[config.mk]
export PLATFORM = sky130hd
export DESIGN_NAME = esfa_array_ctrl_flat
export DESIGN_NICKNAME = d
export VERILOG_FILES = /design/src/rtl/esfa_pkg.sv /design/src/rtl/esfa_array_ctrl_if.sv /design/src/rtl/esfa_cell.sv /design/src/rtl/esfa_array_ctrl.sv /design/src/flat_wrapper.sv
export SDC_FILE = /design/constraint.sdc
export NUM_CORES = 1
export LEC_CHECK = 0
export ABC_AREA = 1
export CAP_MARGIN = 10
export CORE_ASPECT_RATIO = 2
export CORE_MARGIN = 1.5
export CORE_UTILIZATION = 45
export DETAILED_ROUTE_END_ITERATION = 16
export HOLD_SLACK_MARGIN = 0.02
export SLEW_MARGIN = 20
export SYNTH_ARGS = -nofsm -noshare
export SYNTH_HDL_FRONTEND = slang
export SYNTH_SLANG_ARGS = --single-unit
[constraint.sdc]
create_clock -name clk -period 3 [get_ports clk]
set_input_delay 0.3 -clock clk [delete_from_list [all_inputs] [get_ports clk]]
set_output_delay 0.3 -clock clk [all_outputs]
set_load 0.02 [all_outputs]
[src/rtl/esfa_pkg.sv]
// Shared types for the associative array controller: opcodes, FSM states and the
// reduction-tree node with its lowest-handle-wins combine function.
package esfa_pkg;

  // Tree nodes are sized for the widest supported configuration; the top narrows them.
  localparam int unsigned NODE_HANDLE_W = 16;
  localparam int unsigned NODE_VALUE_W  = 32;

  localparam logic [2:0] OP_NOP    = 3'd0;
  localparam logic [2:0] OP_READ   = 3'd1;
  localparam logic [2:0] OP_FIND   = 3'd2;
  localparam logic [2:0] OP_INSERT = 3'd3;
  localparam logic [2:0] OP_DELETE = 3'd4;
  localparam logic [2:0] OP_COUNT  = 3'd5;

  typedef enum logic [1:0] {
    StIdle,
    StSearch,
    StExec,
    StResp
  } esfa_state_e;

  typedef struct packed {
    logic                     hit;
    logic                     free;
    logic [NODE_HANDLE_W-1:0] hit_handle;
    logic [NODE_HANDLE_W-1:0] free_handle;
    logic [NODE_VALUE_W-1:0]  value;
  } esfa_node_t;

  function automatic esfa_node_t esfa_combine(input esfa_node_t l, input esfa_node_t r);
    esfa_node_t n;
    n.hit         = l.hit | r.hit;
    n.free        = l.free | r.free;
    n.hit_handle  = l.hit ? l.hit_handle : r.hit_handle;
    n.value       = l.hit ? l.value : r.value;
    n.free_handle = l.free ? l.free_handle : r.free_handle;
    return n;
  endfunction

endpackage

[src/rtl/esfa_array_ctrl_if.sv]
// Command/response handshake bundle between the host and esfa_array_ctrl.
interface esfa_array_ctrl_if #(
  parameter int unsigned NUM_CELLS = 8,
  parameter int unsigned DATA_W    = 8
);
  localparam int unsigned HANDLE_W = $clog2(NUM_CELLS);
  localparam int unsigned OCC_W    = $clog2(NUM_CELLS) + 1;

  logic                cmd_valid;
  logic                cmd_ready;
  logic [2:0]          cmd_op;
  logic [HANDLE_W-1:0] cmd_handle;
  logic [DATA_W-1:0]   cmd_index;
  logic [DATA_W-1:0]   cmd_value;
  logic                rsp_valid;
  logic                rsp_ready;
  logic                rsp_ok;
  logic [DATA_W-1:0]   rsp_value;
  logic                busy;
  logic [OCC_W-1:0]    occupancy;

  modport master (
    output cmd_valid, cmd_op, cmd_handle, cmd_index, cmd_value, rsp_ready,
    input  cmd_ready, rsp_valid, rsp_ok, rsp_value, busy, occupancy
  );

  modport slave (
    input  cmd_valid, cmd_op, cmd_handle, cmd_index, cmd_value, rsp_ready,
    output cmd_ready, rsp_valid, rsp_ok, rsp_value, busy, occupancy
  );

endinterface

[src/rtl/esfa_cell.sv]
// One associative storage cell: valid/index/value registers and the match/free
// signals that feed the reduction tree.
module esfa_cell #(
  parameter int unsigned DATA_W = 8
) (
  input  logic              clk,
  input  logic              reset,
  input  logic              wr_en,
  input  logic              clr_en,
  input  logic [DATA_W-1:0] wr_index,
  input  logic [DATA_W-1:0] wr_value,
  input  logic [DATA_W-1:0] key,
  output logic              match,
  output logic              free,
  output logic [DATA_W-1:0] value
);

  logic              valid_q;
  logic [DATA_W-1:0] index_q;
  logic [DATA_W-1:0] value_q;

  always_ff @(posedge clk) begin
    if (!reset) begin
      valid_q <= 1'b0;
      index_q <= '0;
      value_q <= '0;
    end else if (wr_en) begin
      valid_q <= 1'b1;
      index_q <= wr_index;
      value_q <= wr_value;
    end else if (clr_en) begin
      valid_q <= 1'b0;
    end
  end

  assign match = valid_q && (index_q == key);
  assign free  = !valid_q;
  assign value = value_q;

endmodule

[src/rtl/esfa_array_ctrl.sv]
// Associative array controller: accepts one command, searches all cells through a
// lowest-handle-wins tree, executes and returns one response. ESFA_PIPE_TREE_EN
// registers every tree level (search latency log2(NUM_CELLS) extra cycles).
module esfa_array_ctrl
  import esfa_pkg::*;
#(
  parameter int unsigned NUM_CELLS = 8,
  parameter int unsigned DATA_W    = 8,
  parameter int unsigned HANDLE_W  = $clog2(NUM_CELLS)
) (
  input logic              clk,
  input logic              reset,
  esfa_array_ctrl_if.slave bus
);

  localparam int unsigned OCC_W     = HANDLE_W + 1;
  localparam int unsigned NUM_NODES = 2 * NUM_CELLS - 1;
`ifdef ESFA_PIPE_TREE_EN
  localparam int unsigned TREE_LAT  = HANDLE_W;
`else
  localparam int unsigned TREE_LAT  = 0;
`endif

  esfa_state_e         state_q, state_d;
  logic [7:0]          lat_cnt_q, lat_cnt_d;
  logic [2:0]          op_q;
  logic [HANDLE_W-1:0] handle_q;
  logic [DATA_W-1:0]   index_q;
  logic [DATA_W-1:0]   value_q;
  logic                rsp_ok_q, rsp_ok_d;
  logic [DATA_W-1:0]   rsp_value_q, rsp_value_d;
  logic [OCC_W-1:0]    occ_q, occ_d;

  logic [NUM_CELLS-1:0] cell_match, cell_free, cell_wr, cell_clr;
  logic [DATA_W-1:0]    cell_value [NUM_CELLS];

  // Heap layout: node n has children 2n+1 / 2n+2; leaves start at NUM_CELLS-1.
  esfa_node_t          nodes [NUM_NODES];
  esfa_node_t          root;
  logic [HANDLE_W-1:0] hit_handle, free_handle;
  logic                unused_root;

  for (genvar c = 0; c < NUM_CELLS; c++) begin : g_cell
    esfa_cell #(
      .DATA_W(DATA_W)
    ) u_cell (
      .clk     (clk),
      .reset   (reset),
      .wr_en   (cell_wr[c]),
      .clr_en  (cell_clr[c]),
      .wr_index(index_q),
      .wr_value(value_q),
      .key     (index_q),
      .match   (cell_match[c]),
      .free    (cell_free[c]),
      .value   (cell_value[c])
    );

    assign nodes[NUM_CELLS-1+c] = '{
      hit:         cell_match[c],
      free:        cell_free[c],
      hit_handle:  NODE_HANDLE_W'(c),
      free_handle: NODE_HANDLE_W'(c),
      value:       NODE_VALUE_W'(cell_value[c])
    };
  end

  for (genvar n = 0; n < NUM_CELLS - 1; n++) begin : g_node
`ifdef ESFA_PIPE_TREE_EN
    esfa_node_t node_q;
    always_ff @(posedge clk) begin
      if (!reset) node_q <= '0;
      else        node_q <= esfa_combine(nodes[2*n+1], nodes[2*n+2]);
    end
    assign nodes[n] = node_q;
`else
    assign nodes[n] = esfa_combine(nodes[2*n+1], nodes[2*n+2]);
`endif
  end

  assign root        = nodes[0];
  assign hit_handle  = root.hit_handle[HANDLE_W-1:0];
  assign free_handle = root.free_handle[HANDLE_W-1:0];
  assign unused_root = ^root;

  always_comb begin
    state_d     = state_q;
    lat_cnt_d   = lat_cnt_q;
    rsp_ok_d    = rsp_ok_q;
    rsp_value_d = rsp_value_q;
    occ_d       = occ_q;
    cell_wr     = '0;
    cell_clr    = '0;
    case (state_q)
      StIdle: begin
        if (bus.cmd_valid) begin
          state_d   = StSearch;
          lat_cnt_d = '0;
        end
      end
      StSearch: begin
        if (lat_cnt_q == 8'(TREE_LAT)) state_d = StExec;
        else                           lat_cnt_d = lat_cnt_q + 8'd1;
      end
      StExec: begin
        state_d     = StResp;
        rsp_ok_d    = 1'b0;
        rsp_value_d = '0;
        case (op_q)
          OP_NOP: rsp_ok_d = 1'b1;
          OP_READ: begin
            rsp_ok_d    = !cell_free[handle_q];
            rsp_value_d = cell_free[handle_q] ? '0 : cell_value[handle_q];
          end
          OP_FIND: begin
            rsp_ok_d    = root.hit;
            rsp_value_d = root.hit ? root.value[DATA_W-1:0] : '0;
          end
          OP_INSERT: begin
            if (root.hit) begin
              cell_wr[hit_handle] = 1'b1;
              rsp_ok_d            = 1'b1;
              rsp_value_d         = DATA_W'(hit_handle);
            end else if (root.free) begin
              cell_wr[free_handle] = 1'b1;
              rsp_ok_d             = 1'b1;
              rsp_value_d          = DATA_W'(free_handle);
              occ_d                = occ_q + OCC_W'(1);
            end
          end
          OP_DELETE: begin
            if (root.hit) begin
              cell_clr[hit_handle] = 1'b1;
              rsp_ok_d             = 1'b1;
              rsp_value_d          = DATA_W'(hit_handle);
              occ_d                = occ_q - OCC_W'(1);
            end
          end
          OP_COUNT: begin
            rsp_ok_d    = 1'b1;
            rsp_value_d = DATA_W'(occ_q);
          end
          default: ;
        endcase
      end
      StResp: begin
        if (bus.rsp_ready) state_d = StIdle;
      end
      default: state_d = StIdle;
    endcase
  end

  always_ff @(posedge clk) begin
    if (!reset) begin
      state_q     <= StIdle;
      lat_cnt_q   <= '0;
      op_q        <= OP_NOP;
      handle_q    <= '0;
      index_q     <= '0;
      value_q     <= '0;
      rsp_ok_q    <= 1'b0;
      rsp_value_q <= '0;
      occ_q       <= '0;
    end else begin
      state_q     <= state_d;
      lat_cnt_q   <= lat_cnt_d;
      rsp_ok_q    <= rsp_ok_d;
      rsp_value_q <= rsp_value_d;
      occ_q       <= occ_d;
      if (state_q == StIdle && bus.cmd_valid) begin
        op_q     <= bus.cmd_op;
        handle_q <= bus.cmd_handle;
        index_q  <= bus.cmd_index;
        value_q  <= bus.cmd_value;
      end
    end
  end

  assign bus.cmd_ready = (state_q == StIdle);
  assign bus.busy      = (state_q != StIdle);
  assign bus.rsp_valid = (state_q == StResp);
  assign bus.rsp_ok    = rsp_ok_q;
  assign bus.rsp_value = rsp_value_q;
  assign bus.occupancy = occ_q;

endmodule

[src/flat_wrapper.sv]
// flat-port wrapper written by rule: the top's interface ports become plain ports
module esfa_array_ctrl_flat import esfa_pkg::*;
#(
  parameter int unsigned NUM_CELLS = 8,
  parameter int unsigned DATA_W    = 8,
  parameter int unsigned HANDLE_W  = $clog2(NUM_CELLS)
)
  (clk, reset, bus_cmd_valid, bus_cmd_op, bus_cmd_handle, bus_cmd_index, bus_cmd_value, bus_rsp_ready, bus_cmd_ready, bus_rsp_valid, bus_rsp_ok, bus_rsp_value, bus_busy, bus_occupancy);
  esfa_array_ctrl_if #(.NUM_CELLS(NUM_CELLS), .DATA_W(DATA_W)) bus_i ();
  input logic clk;
  input logic reset;
  input wire logic [$bits(bus_i.cmd_valid)-1:0] bus_cmd_valid;
  input wire logic [$bits(bus_i.cmd_op)-1:0] bus_cmd_op;
  input wire logic [$bits(bus_i.cmd_handle)-1:0] bus_cmd_handle;
  input wire logic [$bits(bus_i.cmd_index)-1:0] bus_cmd_index;
  input wire logic [$bits(bus_i.cmd_value)-1:0] bus_cmd_value;
  input wire logic [$bits(bus_i.rsp_ready)-1:0] bus_rsp_ready;
  output wire logic [$bits(bus_i.cmd_ready)-1:0] bus_cmd_ready;
  output wire logic [$bits(bus_i.rsp_valid)-1:0] bus_rsp_valid;
  output wire logic [$bits(bus_i.rsp_ok)-1:0] bus_rsp_ok;
  output wire logic [$bits(bus_i.rsp_value)-1:0] bus_rsp_value;
  output wire logic [$bits(bus_i.busy)-1:0] bus_busy;
  output wire logic [$bits(bus_i.occupancy)-1:0] bus_occupancy;
  assign bus_i.cmd_valid = bus_cmd_valid;
  assign bus_i.cmd_op = bus_cmd_op;
  assign bus_i.cmd_handle = bus_cmd_handle;
  assign bus_i.cmd_index = bus_cmd_index;
  assign bus_i.cmd_value = bus_cmd_value;
  assign bus_i.rsp_ready = bus_rsp_ready;
  assign bus_cmd_ready = bus_i.cmd_ready;
  assign bus_rsp_valid = bus_i.rsp_valid;
  assign bus_rsp_ok = bus_i.rsp_ok;
  assign bus_rsp_value = bus_i.rsp_value;
  assign bus_busy = bus_i.busy;
  assign bus_occupancy = bus_i.occupancy;
  esfa_array_ctrl #(.NUM_CELLS(NUM_CELLS), .DATA_W(DATA_W), .HANDLE_W(HANDLE_W)) u_core (.clk(clk), .reset(reset), .bus(bus_i));
endmodule
==> results of run 1 <==
sequential cells by signal, summed over array words and instances, names as in the netlist:
register,flops
u_core.bus.occupancy,4
u_core.bus.rsp_ok,1
u_core.bus.rsp_value,8
u_core.g_cell.u_cell.index_q,64
u_core.g_cell.u_cell.valid_q,8
u_core.g_cell.u_cell.value,64
u_core.handle_q,3
u_core.index_q,8
u_core.lat_cnt_q,8
u_core.op_q,3
u_core.state_q,2
u_core.value_q,8
cells in the final DEF, fill, tap and decap left out, types with 3 or more instances in the layout:
cell and instances:
o21ai_1 20, nor2_4 7, nand2_2 22, nand3b_1 4, ha_1 8, nand3_2 7, dfxtp_1 181, xnor2_1 13
nand2_1 416, a21oi_1 182, nand4_1 21, inv_4 5, bufinv_16 5, buf_12 6, buf_4 49, nor3_1 22
clkinvlp_4 3, a211oi_1 3, clkbuf_16 17, nor2_1 199, inv_2 16, inv_1 175, or2_2 4, o21ai_0 134
a21oi_2 11, and2_1 9, clkdlybuf4s50_1 40, o211ai_1 18, nor2_2 11, nand3_1 108, o21ai_2 3, nand2_4 8
final timing paths:
check / start / end / slack, ns / depth (start not counted)
worst max register to register: u_core.index_q[3]$_SDFFE_PN0P_ / u_core.g_cell[7].u_cell.index_q[4]$_SDFFE_PN0P_ / 0.25 / 16
worst min-delay path: reset / u_core.lat_cnt_q[4]$_SDFFE_PN0P_ / 0.24 / 5
worst min register to register: u_core.g_cell[5].u_cell.index_q[6]$_SDFFE_PN0P_ / u_core.g_cell[5].u_cell.index_q[6]$_SDFFE_PN0P_ / 0.47 / 2
worst max-delay path: u_core.index_q[3]$_SDFFE_PN0P_ / u_core.g_cell[7].u_cell.index_q[4]$_SDFFE_PN0P_ / 0.25 / 16
power by group:
part	total [mW]	internal (mW)	switching [mW]
clock	2.59	1.54	1.05
combinational	2.37	0.806	1.57
sequential	2.73	2.52	0.215
logic make-up (layout without fill, tap and decap cells):
logic type | count (synthesis) | in the layout | share of synthesized area
compound gates | 381 | 381 | 0.188
simple gates | 846 | 846 | 0.343
flops | 181 | 181 | 0.333
fa+ha+maj | 9 | 9 | 0.0110
buf+inv | 282 | 325 | 0.113
xor+xnor | 15 | 15 | 0.0121
layout make-up:
cell class / count / area (um2) / area share
clock buffer: 19 / 453 / 0.0367
clock inverter: 13 / 218 / 0.0177
inverter: 198 / 756 / 0.0613
multi-input combinational: 1251 / 6030 / 0.489
sequential: 181 / 3620 / 0.294
tap: 287 / 359 / 0.0291
timing repair buffer: 95 / 888 / 0.0721
metrics by stage:
step                      setup WS, ns  hold slack, ns
after CTS                        0.260           0.240
final                            0.253           0.239
after global routing            0.0162           0.264
after global placement           0.311           0.451
after floorplan                  0.938           0.435
after detailed placement         0.305           0.456
synth_stat cells, types with 9 or more instances:
| cell type | instances | share of area |
|---|---|---|
| xnor2_1 | 13 | 0.010 |
| clkbuf_1 | 32 | 0.011 |
| inv_1 | 175 | 0.060 |
| nand2_2 | 22 | 0.013 |
| nor2_1 | 199 | 0.069 |
| nor3_1 | 22 | 0.010 |
| o211ai_1 | 18 | 0.012 |
| o21ai_0 | 134 | 0.062 |
| nand4_1 | 21 | 0.012 |
| buf_6 | 9 | 0.0093 |
| inv_2 | 16 | 0.0055 |
| nand3_1 | 108 | 0.050 |
| nor2_2 | 11 | 0.0063 |
| a21oi_1 | 182 | 0.084 |
| nand2_1 | 416 | 0.14 |
| and2_1 | 9 | 0.0052 |
| o21ai_1 | 20 | 0.0092 |
| dfxtp_1 | 181 | 0.33 |
| a21oi_2 | 11 | 0.0088 |
| buf_2 | 24 | 0.011 |
| buf_4 | 13 | 0.0090 |
worst max-delay path: stages, from the launching register on:
cell,delay (ns)
dfxtp_1,0.48
buf_4,0.29
nand2_1,0.13
nand2_1,0.08
nor2_1,0.05
nand3_2,0.09
inv_2,0.04
nand2_2,0.11
nand2_4,0.13
nor2_4,0.22
nand2_4,0.13
inv_4,0.10
nand4_4,0.12
nand2_2,0.37
nand3_1,0.15
nand2_1,0.10
nor2_1,0.04
layer usage:
layer  wire length (um)  part of all wire  vias up  global-route usage
li1                   -                 -     5570                   -
met1              13300              0.35     5075               0.293
met2              19600              0.52      310               0.567
met3               1350             0.036      151              0.0440
met4               3400             0.090        0               0.254
met5                  0                 0        -                   0
==> run_results.csv, run 1 <==
group,metric,value,unit
placement,placed_area,0.0117,mm2
cts,cts_buffers,17,
timing,rsz0062_at_grt,"no",
drt,wl,37700,um
timing,fin_crit,2.75,ns
cts,cts_tree,"built",
drt,vias,11100,
global_route,grt_pass1_wl,58500,um
power,p_leak,5.40,nW
placement,place.gp.congestion,0.940,
drt,drc,0,
setup_path,cp.required,3.36,ns
layout,syn_to_final_growth,13.2,%
layout,stdcell_count,2044,
cts,cts_sinks,181,
cts,cts_max_path_buffers,2,
timing,fin_crit_sh,0.916,
placement,numPlacedInstances,2012,
synth,ys_warn_count,0,
synth,synth_cells,1714,
power,p_per_area,624,mW/mm2
synth,yosysSeqAreaShare,0.333,
synth,synth_enable_flop_cells,0,
global_route,antenna_found_initial,0,
setup_path,worstPathArrival,3.10,ns
power,p_total,7.69,mW
cts,clockRootBuffer,"clkbuf_16",
timing,final-setup-viol-count,0,
timing,relSlewSlack,0.564,
cts,cts_max_level,4,
floorplanning,die_area,0.0252,mm2
layout,drive_above_1_share,0.106,
timing,hold_violations,0,
placement,hpwl,28300,um
layout,stdcell_area,0.0123,mm2
drt,drt_first_pass_iters,5,
floorplanning,io_pins,42,
global_route,grt_max_degree,78,
run_status,status,"finished, final reports clean",
timing,setup_tns,0,ns
cts,post_cts_buffers,0,
job,max_cap_violations,0,
layout,fin_util,0.517,
global_route,grtUsageTotal,0.306,
cts,cts_hold_buf,0,
floorplanning,die_h,223,um
cts,cts.clk_slew.worst_paths,0.07,ns
synth,avgSynthCellArea,6.35,um2
synth,synth.cell_area,0.0109,mm2
cts,ctsResizeCount,0,
floorplanning,die_w,113,um
timing,slew_viol_final,0,
global_route,grt_overflow,0,
synth,ys.flop_type,"dfxtp_1",
synth,synth_cell_type_count,50,
placement,io_buffers,41,
floorplanning,std_cell_rows,80,
global_route,first_global_vias,11000,
synth,async_flop_share,0,
timing,finClkSkew,0.0101,ns
synth,syn_nets,1749,
drt,avgViaCountPerCell,5.43,
timing,max_clock_freq,364,MHz
layout,num_antenna_cells,0,
timing,worst_pin_slew,0.654,ns
floorplanning,start_util,0.457,
floorplanning,fp.coreArea,0.0238,mm2
setup_path,start_kind,"flop",
layout,nNetsFinal,1779,
synth,ys_ff_latch,181,
drt,ant_nets,0,
drt,wl_per_cell,18.4,um
drt,drt_iter0_drc,701,
power,worst_ir_drop_vdd,610,uV
setup_path,critPathMaxFanout,16,
cts,clkLatencyLatePin,0.46,ns
setup_path,critical_path_class,"reg2reg",
layout,nFillCells,2510,
min_path,min-delay-path-class,"in2reg",
setup_path,worstSetupEndpointType,"flop",
(Power assumes the default switching activity.)
==> run 2, diff against run 1 <==
--- a/config.mk
+++ b/config.mk
@@ -8,10 +8,11 @@
 export ABC_AREA = 1
 export CAP_MARGIN = 10
 export CORE_ASPECT_RATIO = 2
-export CORE_MARGIN = 1.5
-export CORE_UTILIZATION = 45
+export CORE_MARGIN = 10
+export CORE_UTILIZATION = 55
 export DETAILED_ROUTE_END_ITERATION = 16
 export HOLD_SLACK_MARGIN = 0.02
+export PLACE_DENSITY = 0.73
 export SLEW_MARGIN = 20
 export SYNTH_ARGS = -nofsm -noshare
 export SYNTH_HDL_FRONTEND = slang
==> run_results.csv, run 2 (synthesis results as in run 1) <==
group,metric,value,unit
global_route,first_global_vias,10900,
layout,syn_to_final_growth,11.5,%
timing,setup_slack,0.167,ns
layout,drive_above_1_share,0.105,
timing,max_clock_freq,353,MHz
power,p_per_area,596,mW/mm2
floorplanning,start_util,0.559,
cts,clockRootBuffer,"clkbuf_16",
power,seq_power_share,0.375,
cts,cts_sinks,181,
timing,worst_pin_slew,0.621,ns
timing,fin_crit_sh,0.944,
timing,hold_violations,0,
placement,hpwl,27300,um
timing,rsz0062_at_grt,"no",
drt,wl_per_cell,18.3,um
power,p_int,4.43,mW
placement,io_buffers,41,
drt,ant_nets,0,
setup_path,critPathMaxFanout,13,
cts,cts_max_level,4,
power,worst_ir_drop_vdd,476,uV
power,pwr-share-comb,0.323,
cts,clkLatencyLatePin,0.46,ns
floorplanning,std_cell_rows,72,
floorplanning,die_area,0.0262,mm2
run_status,status,"finished, final reports clean",
setup_path,critical_path_class,"reg2reg",
drt,wl,36900,um
cts,cts.clk_slew.worst_paths,0.07,ns
min_path,min-delay-path-class,"in2reg",
timing,finClkSkew,0.0138,ns
setup_path,worstPathArrival,3.22,ns
global_route,antenna_found_initial,0,
job,max_cap_violations,0,
power,p_leak,5.32,nW
floorplanning,fp.coreArea,0.0195,mm2
floorplanning,io_pins,42,
layout,nNetsFinal,1776,
global_route,grt_overflow,0,
layout,final_common_cell,"nand2_1",
drt,drt_first_pass_iters,6,
global_route,grtUsageTotal,0.280,
timing,setup_tns,0,ns
drt,vias,11300,
drt,drc,0,
timing,fin_crit,2.83,ns
floorplanning,die_h,219,um
floorplanning,die_w,119,um
global_route,grt_pass1_wl,57400,um
cts,cts_max_path_buffers,2,
setup_path,cp.required,3.38,ns
drt,drt_iter0_drc,937,
timing,final-setup-viol-count,0,
cts,cts_hold_buf,0,
layout,stdcell_area,0.0121,mm2
layout,final_cell_mix,"416 x nand2_1, 199 x nor2_1, 182 x a21oi_1",
setup_path,start_kind,"flop",
drt,avgViaCountPerCell,5.61,
layout,nFillCells,1923,
cts,cts_tree,"built",
layout,num_antenna_cells,0,
cts,cts_buffers,17,
placement,place_ws,0.219,ns
timing,relSlewSlack,0.586,
power,sw_frac_of_total,0.388,
timing,slew_viol_final,0,
placement,placed_area,0.0116,mm2
power,clock_power_share,0.302,
power,p_sw,2.81,mW
global_route,grt_max_degree,138,
setup_path,worstSetupEndpointType,"flop",
placement,place.gp.congestion,0.991,
-- run 2: per-layer routing --
layer | global-route usage | wire [um]
met2 | 0.516 | 19100
met4 | 0.240 | 3420
met1 | 0.261 | 12800
met5 | 0 | 0
met3 | 0.0471 | 1630
-- run 2: worst paths after layout --
path | slack, ns | cells after the start | endpoint | startpoint
max | 0.17 | 17 | u_core.bus.rsp_value[7]$_SDFFE_PN0P_ | u_core.index_q[5]$_SDFFE_PN0P_
min | 0.36 | 3 | u_core.g_cell[4].u_cell.value[5]$_SDFFE_PN0P_ | reset
max reg2reg | 0.17 | 17 | u_core.bus.rsp_value[7]$_SDFFE_PN0P_ | u_core.index_q[5]$_SDFFE_PN0P_
min reg2reg | 0.47 | 2 | u_core.g_cell[3].u_cell.value[4]$_SDFFE_PN0P_ | u_core.g_cell[3].u_cell.value[4]$_SDFFE_PN0P_
-- run 2: power groups by stage --
stage / sequential, mW / clock [mW] / combinational (mW)
after detailed placement: 2.76 / 0 / 2.28
final: 2.71 / 2.19 / 2.34
after global placement: 2.75 / 0 / 2.27
after CTS: 2.70 / 2.22 / 2.30
after floorplan: 2.67 / 0 / 1.61
after global routing: 2.72 / 2.28 / 2.55
-- run 2: timing repair --
| item | 4_1_cts | 5_1_grt |
|---|---|---|
| resized for setup | 0 | 3 |
| buffers inserted | 0 | 2 |
| setup endpoints to repair | 0 | 30 |
-- run 2: cell type report --
| cell class | instances | area [um2] | area share |
|---|---|---|---|
| clock buffer | 18 | 429 | 0.0353 |
| clock inverter | 14 | 131 | 0.0108 |
| inverter | 198 | 756 | 0.0622 |
| multi-input combinational | 1251 | 6030 | 0.497 |
| sequential | 181 | 3630 | 0.299 |
| tap | 259 | 324 | 0.0267 |
| timing repair buffer | 92 | 841 | 0.0693 |
-- run 2: critical path: stages, from the launching register on --
cell and delay, ns:
dfxtp_1 0.32, inv_2 0.28, nand2_1 0.16, nand2_1 0.09, nor2_1 0.04, nand2_1 0.05, nor2_1 0.04, nand2_1 0.37
nand2_4 0.09, nor2_4 0.14, nand2_2 0.12, nor2_4 0.35, nand3_1 0.27, nand2_1 0.12, nand2_1 0.05, nand2_1 0.07
nand2_1 0.06, a21oi_1 0.12
-- run 2: stage by stage --
stage	cells	power, mW	utilization	hold WS (ns)
final	2013	7.24	0.624	0.360
after floorplan	1714	4.27	-	0.435
after global routing	2013	7.55	0.624	0.402
after global placement	1979	5.02	0.594	0.447
after CTS	2011	7.22	0.623	0.343
after detailed placement	1979	5.04	0.594	0.456
==> run 3, diff against run 2 <==
--- a/config.mk
+++ b/config.mk
@@ -12,7 +12,7 @@
 export CORE_UTILIZATION = 55
 export DETAILED_ROUTE_END_ITERATION = 16
 export HOLD_SLACK_MARGIN = 0.02
-export PLACE_DENSITY = 0.73
+export PLACE_DENSITY = 0.76
 export SLEW_MARGIN = 20
 export SYNTH_ARGS = -nofsm -noshare
 export SYNTH_HDL_FRONTEND = slang
==> constraint.sdc (replaced) <==
create_clock -name clk -period 2.3 [get_ports clk]
set_input_delay 0.23 -clock clk [delete_from_list [all_inputs] [get_ports clk]]
set_output_delay 0.23 -clock clk [all_outputs]
set_load 0.02 [all_outputs]
==> run_results.csv, run 3 (synthesis results as in run 1) <==
group,metric,value,unit
global_route,grt_max_degree,81,
setup_path,start_kind,"flop",
job,max_cap_violations,0,
power,p_per_area,715,mW/mm2
timing,finClkSkew,0.0114,ns
global_route,grtUsageTotal,0.328,
drt,avgViaCountPerCell,5.90,
layout,drive_above_1_share,0.310,
run_status,status,"finished with violations",
cts,clkLatencyLatePin,0.47,ns
layout,syn_to_final_growth,43.5,%
floorplanning,io_pins,42,
placement,hpwl,30100,um
global_route,grt_pass1_wl,66400,um
placement,io_buffers,41,
cts,cts.clk_slew.worst_paths,0.08,ns
floorplanning,std_cell_rows,72,
timing,final-setup-viol-count,139,
timing,hold_violations,0,
timing,relSlewSlack,0.566,
timing,setup_slack,-0.277,ns
drt,wl_per_cell,21.3,um
setup_path,r2r-start,"u_core.index_q[0]$_SDFFE_PN0P_",
floorplanning,die_h,219,um
global_route,grt_overflow,0,
setup_path,worst_path_max_delay_cell,"dfxtp_4",
placement,place.gp.congestion,1.01,
floorplanning,die_w,119,um
floorplanning,start_util,0.559,
cts,cts_sinks,181,
drt,drt_first_pass_iters,6,
floorplanning,die_area,0.0262,mm2
setup_path,critical_path_class,"reg2reg",
setup_path,crit_buf_inv,3,
timing,worst_pin_slew,0.651,ns
timing,max_clock_freq,388,MHz
cts,cts_max_path_buffers,2,
power,p_leak,6.89,nW
drt,vias,13100,
layout,fin_util,0.803,
setup_path,worstSetupEndpointType,"flop",
cts,cts_tree,"built",
setup_path,crit_family,"simple AND/OR/NAND/NOR gates",
layout,num_antenna_cells,0,
setup_path,cp_slowest_stage_delay,0.38,ns
timing,fin_crit_sh,1.12,
setup_path,rr_worst_depth,14,
setup_path,path_cells,"inv_8, buf_4, nor2_2, nor2_1, nand3_1, nor2_1, nand3b_1, nand2_2, nor2_4, nor2_4, buf_4, nand3b_4, o21ai_2, a21oi_2",
timing,slew_viol_final,0,
min_path,whs_endpoint,"u_core.g_cell[6].u_cell.value[6]$_SDFFE_PN0P_",
min_path,hp-start,"reset",
drt,ant_nets,0,
setup_path,rrSetupSlack,-0.28,ns
cts,cts_max_level,4,
global_route,first_global_vias,12300,
setup_path,critPathMaxFanout,6,
drt,drt_iter0_drc,1408,
cts,clockRootBuffer,"clkbuf_16",
global_route,antenna_found_initial,0,
timing,rsz0062_at_grt,"yes",
run_status,violations,"negative setup slack",
placement,place_ws,-0.312,ns
setup_path,cp.required,2.63,ns
layout,nNetsFinal,1986,
min_path,hold_depth,3,
cts,cts_hold_buf,0,
layout,final_cell_mix,"342 x nand2_1, 173 x inv_1, 173 x buf_4",
drt,drc,0,
drt,wl,47300,um
cts,cts_buffers,17,
layout,final_common_cell,"nand2_1",
floorplanning,fp.coreArea,0.0195,mm2
setup_path,worstPathArrival,2.90,ns
power,worst_ir_drop_vdd,753,uV
setup_path,reg2reg_to,"u_core.g_cell[7].u_cell.valid_q$_SDFFE_PN0P_",
timing,fin_crit,2.58,ns
min_path,min-delay-path-class,"in2reg",
-- run 3: changes by cell type in the layout (fill, tap and decap cells not counted), moves of 27 or more --
cell     change
nor2_2      +28
a21oi_2     +34
buf_6       +36
nor2_1      -36
nand2_2     +51
nand3_1     -28
nand2_1     -74
buf_4      +125
buf_12      +27
a21oi_1     -34
-- run 3: stage by stage --
stage	cells	hold WS [ns]	power, mW	cell area, um2	TNS [ns]
6_report	2223	0.107	11.2	15600	-14.02
5_1_grt	2223	0.120	11.6	15600	-26.58
4_1_cts	2189	0.106	10.6	14300	-0.0210
3_5_place_dp	2125	0.455	7.22	12900	-26.10
3_3_place_gp	2125	0.451	7.18	12900	-19.63
2_1_floorplan	1714	0.423	5.58	10900	0
-- run 3: report_power, final --
part           internal (mW)  switching, mW
Clock                   1.49           1.52
Combinational           1.95           2.58
Sequential              3.30          0.332
-- run 3: how the worst max path moves through the flow --
stage | from | endpoint | cells past startpoint
final | u_core.index_q[0]$_SDFFE_PN0P_ | u_core.g_cell[7].u_cell.valid_q$_SDFFE_PN0P_ | 14
after detailed placement | u_core.index_q[6]$_SDFFE_PN0P_ | u_core.g_cell[1].u_cell.value[5]$_SDFFE_PN0P_ | 16
after global routing | u_core.index_q[0]$_SDFFE_PN0P_ | u_core.g_cell[7].u_cell.index_q[5]$_SDFFE_PN0P_ | 15
after global placement | u_core.index_q[6]$_SDFFE_PN0P_ | u_core.bus.rsp_value[0]$_SDFFE_PN0P_ | 17
after CTS | u_core.index_q[6]$_SDFFE_PN0P_ | u_core.g_cell[1].u_cell.value[5]$_SDFFE_PN0P_ | 16
after floorplan | u_core.index_q[7]$_SDFFE_PN0P_ | u_core.g_cell[7].u_cell.index_q[4]$_SDFFE_PN0P_ | 18
-- run 3: routing by layer --
layer	vias up	global-route usage	wire length [um]
met2	798	0.578	23200
met1	5983	0.300	14700
li1	6013	-	-
met5	-	0	0
met3	322	0.0741	3980
met4	0	0.321	5390
-- run 3: repair_timing --
| item | 4_1_cts | 5_1_grt |
|---|---|---|
| setup buffers | 27 | 29 |
| setup endpoints to repair | 148 | 148 |
| resized for setup | 132 | 264 |
| gates cloned | 8 | 9 |
| pin swaps | 52 | 93 |
-- run 3: area by class of cell --
cell class | instances | area [um2]
multi-input cells | 1255 | 7140
fillers | 1374 | 3840
flip-flops and latches | 181 | 3650
repair buffers | 297 | 3100
inverters | 198 | 816
clock buffers | 18 | 439
well taps | 259 | 324
clock inverters | 14 | 146
repair inverters | 1 | 8.76
-- run 3: worst reg2reg max path, cell delays in order (launching register included) --
cell	delay, ns
dfxtp_4	0.38
inv_8	0.09
buf_4	0.12
nor2_2	0.03
nor2_1	0.13
nand3_1	0.09
nor2_1	0.09
nand3b_1	0.29
nand2_2	0.24
nor2_4	0.08
nor2_4	0.14
buf_4	0.15
nand3b_4	0.26
o21ai_2	0.28
a21oi_2	0.08
